## src/rtl/array_max_scanner_pkg.sv

```systemverilog
// array_max_scanner_pkg
//   Constants shared between the max scanner, the 4096x16 data memory and the
//   multi-cycle datapath, plus the scanner FSM state encoding.
package array_max_scanner_pkg;

    localparam int MEM_ADDR_W = 12;
    localparam int MEM_DATA_W = 16;

    localparam logic [MEM_ADDR_W-1:0] DEF_MAX_ADDR = 12'd200;
    localparam logic [MEM_ADDR_W-1:0] DEF_IDX_ADDR = 12'd204;

    typedef enum logic [2:0] {
        ST_IDLE   = 3'd0,
        ST_SCAN   = 3'd1,
        ST_WR_MAX = 3'd2,
        ST_WR_IDX = 3'd3,
        ST_FIN    = 3'd4
    } state_t;

endpackage

```

## src/rtl/array_max_scanner_cmp.sv

```systemverilog
// max_compare_reg
//   Running signed maximum and its element index.
//   Ports:
//     clk, rst      clock, asynchronous active-low reset
//     clear         zero both registers (empty scan)
//     sample        a new element is presented this cycle
//     first         element is the first of the scan; loads unconditionally
//     data          element value (two's complement)
//     index         element index, zero-extended into max_index
//     max           current maximum
//     max_index     index of the current maximum
module max_compare_reg
    import array_max_scanner_pkg::*;
#(
    parameter int DATA_W = MEM_DATA_W,
    parameter int IDX_W  = MEM_ADDR_W
) (
    input  logic              clk,
    input  logic              rst,
    input  logic              clear,
    input  logic              sample,
    input  logic              first,
    input  logic [DATA_W-1:0] data,
    input  logic [IDX_W-1:0]  index,
    output logic [DATA_W-1:0] max,
    output logic [DATA_W-1:0] max_index
);

    // Strict greater-than: equal values keep the earliest index.
    logic take;
    assign take = sample && (first || ($signed(data) > $signed(max)));

    always_ff @(posedge clk or negedge rst) begin
        if (!rst) begin
            max       <= '0;
            max_index <= '0;
        end else if (clear) begin
            max       <= '0;
            max_index <= '0;
        end else if (take) begin
            max       <= data;
            max_index <= DATA_W'(index);
        end
    end

endmodule

```

## src/rtl/array_max_scanner.sv

```systemverilog
// array_max_scanner
//   Bus master on the single-port data memory: reads count words from base,
//   finds the signed maximum and its index, writes both to the result slots
//   and pulses done.
//   Ports:
//     clk, rst      clock, asynchronous active-low reset
//     start         request, honoured only in IDLE
//     base, count   scan window, latched on accepted start
//     address, Memread, Memwrite, write_data, read_data   memory bus
//     busy          scan in progress (through the done cycle)
//     done          single-cycle completion pulse
//     max, max_index  results, held until the next accepted start
//
//   state     | meaning
//   ST_IDLE   | waiting for start, bus quiet
//   ST_SCAN   | reading element base+i, one per cycle
//   ST_WR_MAX | writing max to MAX_ADDR
//   ST_WR_IDX | writing max_index to IDX_ADDR
//   ST_FIN    | done pulse, back to IDLE
module array_max_scanner
    import array_max_scanner_pkg::*;
#(
    parameter int                ADDR_W   = MEM_ADDR_W,
    parameter int                DATA_W   = MEM_DATA_W,
    parameter logic [ADDR_W-1:0] MAX_ADDR = DEF_MAX_ADDR,
    parameter logic [ADDR_W-1:0] IDX_ADDR = DEF_IDX_ADDR
) (
    input  logic              clk,
    input  logic              rst,
    input  logic              start,
    input  logic [ADDR_W-1:0] base,
    input  logic [ADDR_W-1:0] count,
    output logic [ADDR_W-1:0] address,
    output logic              Memread,
    output logic              Memwrite,
    output logic [DATA_W-1:0] write_data,
    input  logic [DATA_W-1:0] read_data,
    output logic              busy,
    output logic              done,
    output logic [DATA_W-1:0] max,
    output logic [DATA_W-1:0] max_index
);

    state_t            state, state_nxt;
    logic [ADDR_W-1:0] base_q, count_q, idx_q;
    logic              accept, last;

    assign accept = (state == ST_IDLE) && start;
    // count_q is nonzero whenever SCAN is entered, so count_q-1 never wraps there.
    assign last   = (idx_q == count_q - ADDR_W'(1));

    always_ff @(posedge clk or negedge rst) begin
        if (!rst) state <= ST_IDLE;
        else      state <= state_nxt;
    end

    always_ff @(posedge clk or negedge rst) begin
        if (!rst) begin
            base_q  <= '0;
            count_q <= '0;
            idx_q   <= '0;
        end else if (accept) begin
            base_q  <= base;
            count_q <= count;
            idx_q   <= '0;
        end else if (state == ST_SCAN && !last) begin
            idx_q   <= idx_q + ADDR_W'(1);
        end
    end

    max_compare_reg #(
        .DATA_W (DATA_W),
        .IDX_W  (ADDR_W)
    ) u_cmp (
        .clk       (clk),
        .rst       (rst),
        .clear     (accept && (count == '0)),
        .sample    (state == ST_SCAN),
        .first     (idx_q == '0),
        .data      (read_data),
        .index     (idx_q),
        .max       (max),
        .max_index (max_index)
    );

    always_comb begin
        state_nxt  = state;
        address    = '0;
        Memread    = 1'b0;
        Memwrite   = 1'b0;
        write_data = '0;
        busy       = (state != ST_IDLE);
        done       = (state == ST_FIN);
        case (state)
            ST_IDLE: begin
                if (start) state_nxt = (count == '0) ? ST_FIN : ST_SCAN;
            end
            ST_SCAN: begin
                address = base_q + idx_q;
                Memread = 1'b1;
                if (last) state_nxt = ST_WR_MAX;
            end
            ST_WR_MAX: begin
                address    = MAX_ADDR;
                write_data = max;
                Memwrite   = 1'b1;
                state_nxt  = ST_WR_IDX;
            end
            ST_WR_IDX: begin
                address    = IDX_ADDR;
                write_data = max_index;
                Memwrite   = 1'b1;
                state_nxt  = ST_FIN;
            end
            ST_FIN:  state_nxt = ST_IDLE;
            default: state_nxt = ST_IDLE;
        endcase
    end

endmodule

```

## config.mk

```make
export PLATFORM = sky130hd
export DESIGN_NAME = array_max_scanner
export DESIGN_NICKNAME = d
export VERILOG_FILES = /design/src/rtl/array_max_scanner_pkg.sv /design/src/rtl/array_max_scanner_cmp.sv /design/src/rtl/array_max_scanner.sv
export SDC_FILE = /design/constraint.sdc
export NUM_CORES = 1
export LEC_CHECK = 0
export CAP_MARGIN = 20
export CORE_UTILIZATION = 51
export DETAILED_ROUTE_END_ITERATION = 7
export PLACE_DENSITY = 0.82
export SLEW_MARGIN = 10
export SYNTH_ARGS = -nofsm -noshare
export SYNTH_HDL_FRONTEND = slang
export SYNTH_SLANG_ARGS = --single-unit
export TNS_END_PERCENT = 100
```

## constraint.sdc

```tcl
create_clock -name clk -period 3.1 [get_ports clk]
set_input_delay 0.31 -clock clk [delete_from_list [all_inputs] [get_ports clk]]
set_output_delay 0.31 -clock clk [all_outputs]
set_load 0.02 [all_outputs]
```

==> results.md <==
| Metric | Reported | Unit |
| --- | --- | --- |
| Worst Hold Class | input port to flip-flop | - |
| Clk pin slew, worst setup/hold paths | 0.08 | ns |
| Pin count of the biggest net entering global routing | 33 | - |
| Sequential element share of the synthesized area | 37.3 | % |
| Nets | 702 | - |
| Total of fill cells in the finished design | 630 | - |
| Crit path max-delay cell type | clkdlybuf4s50_1 | - |
| Weighted congestion at the end of routability-driven global placement | 0.950 | - |
| Power per cell area | 1070 | mW/mm2 |
| Xor/xnor cell area share of the yosys netlist | 4.87 | % |
| Clock Tree Root | clkbuf_8 | - |
| Share of layout cells above drive strength 1 | 9.32 | % |
| Crit path time final | 2.94 | ns |
| Highest net fanout along the worst path | 4 | - |
| Die area | 0.00920 | mm2 |
| WL/cell | 15.4 | um |
| Delay contributed by the slowest stage of the critical path | 0.66 | ns |
| Static Leak | 2.91 | nW |
| Critical Setup Path Class | flip-flop to output port | - |
| WHS Path Cells | 3 | - |
| Worst-margin pin slew | 0.827 | ns |
| Sequential power share | 26.7 | % |
| CP arrival | 2.63 | ns |
| RSZ-0062 raised after global routing | no | - |
| Pint | 0.00347 | W |
| Number of synthesized register bits | 67 | - |
| Setup TNS | 0 | ns |
| Final cell area excluding filler cells | 0.00593 | mm2 |
| Maximum level of the CTS H-tree | 3 | - |
| Worst supply voltage drop on vdd | 0.000594 | V |
| Largest family of logic cells by synthesized area | simple AND/OR/NAND/NOR gates | - |
| # DRC | 0 | - |
| Effective utilization at floorplan | 53.7 | % |
| CP dominant cell by count | a21o_1 | - |
| Combined area of all synthesized cells | 0.00450 | mm2 |
| Multiplexer area fraction after synthesis | 11.2 | % |
| Largest clock skew in the final design | 0.00732 | ns |
| Standard-cell row count | 33 | - |
| Leading register cell type out of synthesis | dfrtp_1 | - |
| Number of buffers added on ports | 102 | - |
| Area growth syn-to-layout | 31.8 | % |
| Sort of element at the end of the critical path | output port | - |
| Run status | finished, final reports clean | - |
| Width of the die | 95.9 | um |
| Placed wire-length estimate | 8530 | um |
| Residual antenna-violating net count after detailed routing | 0 | - |
| Share of synthesized cell area in full adder, half adder and majority cells | 8.79 | % |
| Antenna diodes | 0 | - |
| Yosys warning total | 0 | - |
| Share of flip-flops with an asynchronous set or reset after synthesis | 100 | % |
| Number of I/O pins | 107 | - |
| Clock latency on the worst-skew pair | 0.35 | ns |
| Clock tree buffer depth | 2 | - |
| Via density | 5.53 | - |
| Cells along the critical path | ha_1, a21o_1, a21o_1, nand2_1, a311oi_2, o31ai_1, clkdlybuf4s50_1 | - |
| Height of the die | 95.9 | um |
| Clock share of power | 11.9 | % |
| Critical Path Start Type | flip-flop | - |
| Max-cap viol count | 0 | - |
| EDFF count, synth | 0 | - |
| Number of sinks driven by the clock tree | 67 | - |
| Syn_area_per_cell | 8.65 | um2 |
| Total track usage | 26.7 | % |
| Slew HR | 44.9 | % |
| Cell taking the most area after synthesis | dfrtp_1 | - |
| Post-synth top area share | 37.3 | % |
| Fraction of the cycle the final worst path needs | 94.9 | % |
| Placed instance area | 0.00569 | mm2 |
| Starting DRT DRC Count | 208 | - |
| Commonest non-fill, non-tap cells in the layout | 95 x clkdlybuf4s50_1, 91 x nand2_1, 67 x dfrtp_1, 65 x nor2_1, 49 x mux2i_1 | - |
| Synthesized-area fraction occupied by and/or/nand/nor cells | 23.3 | % |
| Maximum achievable frequency | 340 | MHz |
| Required time reported for the critical path endpoint | 2.79 | ns |
| Combinational cell fraction of total power | 61.4 | % |
| Iteration count of the initial detailed-routing pass | 4 | - |
| Inserted Clock Buffers | 9 | - |
| Overall routed net length | 11400 | um |
| Setup-violating endpoint count in the final report | 0 | - |
| P_sw | 0.00285 | W |
| Sw Ratio | 45.1 | % |
| Number of global-route vias before repair | 3900 | - |
| Gr ovfl total | 0 | - |
| Number of slew-limit violations in the final report | 0 | - |
| Synthesized instance count | 520 | - |
| TritonCTS clock tree | done | - |
| Floorplan Core Area | 0.00838 | mm2 |
| Vias | 4082 | - |
| Unique cell type count in the Yosys netlist | 55 | - |
| Number of antenna violations at the first check in global routing | 0 | - |
| Hold Violations, Final | 0 | - |
| Wire length of the first global-routing pass | 18600 | um |
| Compound-gate portion of the synthesized area | 8.84 | % |
| Worst Reg2Reg Path Length in Cells | 8 | - |
| Area contributors post-synth | dfrtp_1 37%, mux2i_1 11%, ha_1 8.3% | - |
| Most common library cell in the layout ignoring fill and taps | clkdlybuf4s50_1 | - |
## metrics by stage
step | instances | hold WS (ns) | power [W] | util, % | setup WS, ns
4_1_cts | 737 | 0.473 | 0.00630 | 70.5 | 0.0128
5_1_grt | 738 | 0.484 | 0.00680 | 70.8 | 0.00587
2_1_floorplan | 523 | 0.0144 | 0.00409 | - | 0.271
6_report | 738 | 0.485 | 0.00632 | 70.8 | 0.157
3_3_place_gp | 720 | 0.374 | 0.00541 | 67.9 | 0.0930
3_5_place_dp | 720 | 0.379 | 0.00555 | 67.9 | 0.0527
## cell families (layout without fill, tap and decap cells)
| group | Yosys count | count (layout) |
|---|---|---|
| and+or+nand+nor | 224 | 224 |
| AOI/OAI and AO/OA | 61 | 61 |
| buffers and inverters | 61 | 171 |
| adders and majority gates | 31 | 31 |
| DFF | 67 | 67 |
| xor gates and xnor gates | 25 | 25 |
| other | 1 | 4 |
| muxes | 50 | 50 |
## cells in the mapped netlist, types with 2 or more instances
| master | count |
|---|---|
| mux2i_1 | 49 |
| nand2b_1 | 8 |
| nor4_1 | 5 |
| or3_1 | 3 |
| nor2_1 | 66 |
| nand2_1 | 91 |
| buf_2 | 4 |
| a21o_1 | 5 |
| xnor2_1 | 15 |
| and3_1 | 2 |
| xor2_1 | 10 |
| ha_1 | 30 |
| inv_1 | 31 |
| clkbuf_1 | 20 |
| and2_1 | 4 |
| a21oi_1 | 18 |
| nor4b_1 | 2 |
| o31ai_1 | 3 |
| nor2b_1 | 2 |
| a31oi_1 | 3 |
| dfrtp_1 | 67 |
| nand4_1 | 7 |
| nor4_4 | 2 |
| nor3_1 | 14 |
| nand3_1 | 8 |
| o211ai_1 | 2 |
| buf_4 | 4 |
| o21ai_0 | 18 |
## registers in the layout, summed over array words and instances, names as in the netlist
signal,cells
base_q,12
idx_q,12
count_q,12
state,3
u_cmp.max,16
u_cmp.max_index,12
## worst max-delay path, delay by kind of cell (launching register included)
| family | cells | cell delay [ns] |
|---|---|---|
| AOI/OAI and AO/OA | 4 | 0.76 |
| buffers and inverters | 1 | 0.66 |
| DFF | 1 | 0.42 |
| adders and majority gates | 1 | 0.29 |
| and+or+nand+nor | 1 | 0.14 |
## cell type report
class                      count  area [um2]  share of cell area (%)
timing repair buffer         124        1190                    20.0
tap                          105         131                    2.21
inverter                      31         116                    1.96
multi-input combinational    395        2620                    44.1
clock inverter                 6        63.8                    1.08
sequential                    67        1680                    28.3
clock buffer                  10         138                    2.32
## repair_timing
| action | in CTS | in global routing |
|---|---|---|
| pin swaps | 0 | 3 |
| buffers inserted | 0 | 1 |
| hold buffers | 1 | 0 |
| hold endpoints to repair | 5 | 0 |
| endpoints found under the setup margin | 5 | 5 |
| resized for setup | 10 | 11 |
## path summary, 6_finish.rpt
kind | from | end | slack, ns
setup / recovery | idx_q[1] | address[7] | 0.16
hold / removal | base[2] | base_q[2] | 0.49
setup reg to reg | count_q[2] | idx_q[11] | 0.27
hold reg to reg | base_q[8] | base_q[8] | 0.49
max in group asynchronous | rst | idx_q[4] | 1.83
min in group asynchronous | rst | base_q[6] | 0.53
## metal layers
metal	up-vias	track usage (%)	share of wire, %
li1	1968	-	-
met5	-	0	0
met3	19	4.82	5.5
met2	134	46.5	48
met1	1961	33.4	44
met4	0	8.58	1.8
## power by group through the flow
stage	clock network [W]	logic, W	registers [W]
final	0.000752	0.00388	0.00169
after global routing	0.000812	0.00425	0.00174
after CTS	0.000762	0.00386	0.00168
after detailed placement	0	0.00386	0.00168
after global placement	0	0.00374	0.00166
after floorplan	0	0.00232	0.00177
Power figures use the tool's default switching activity.
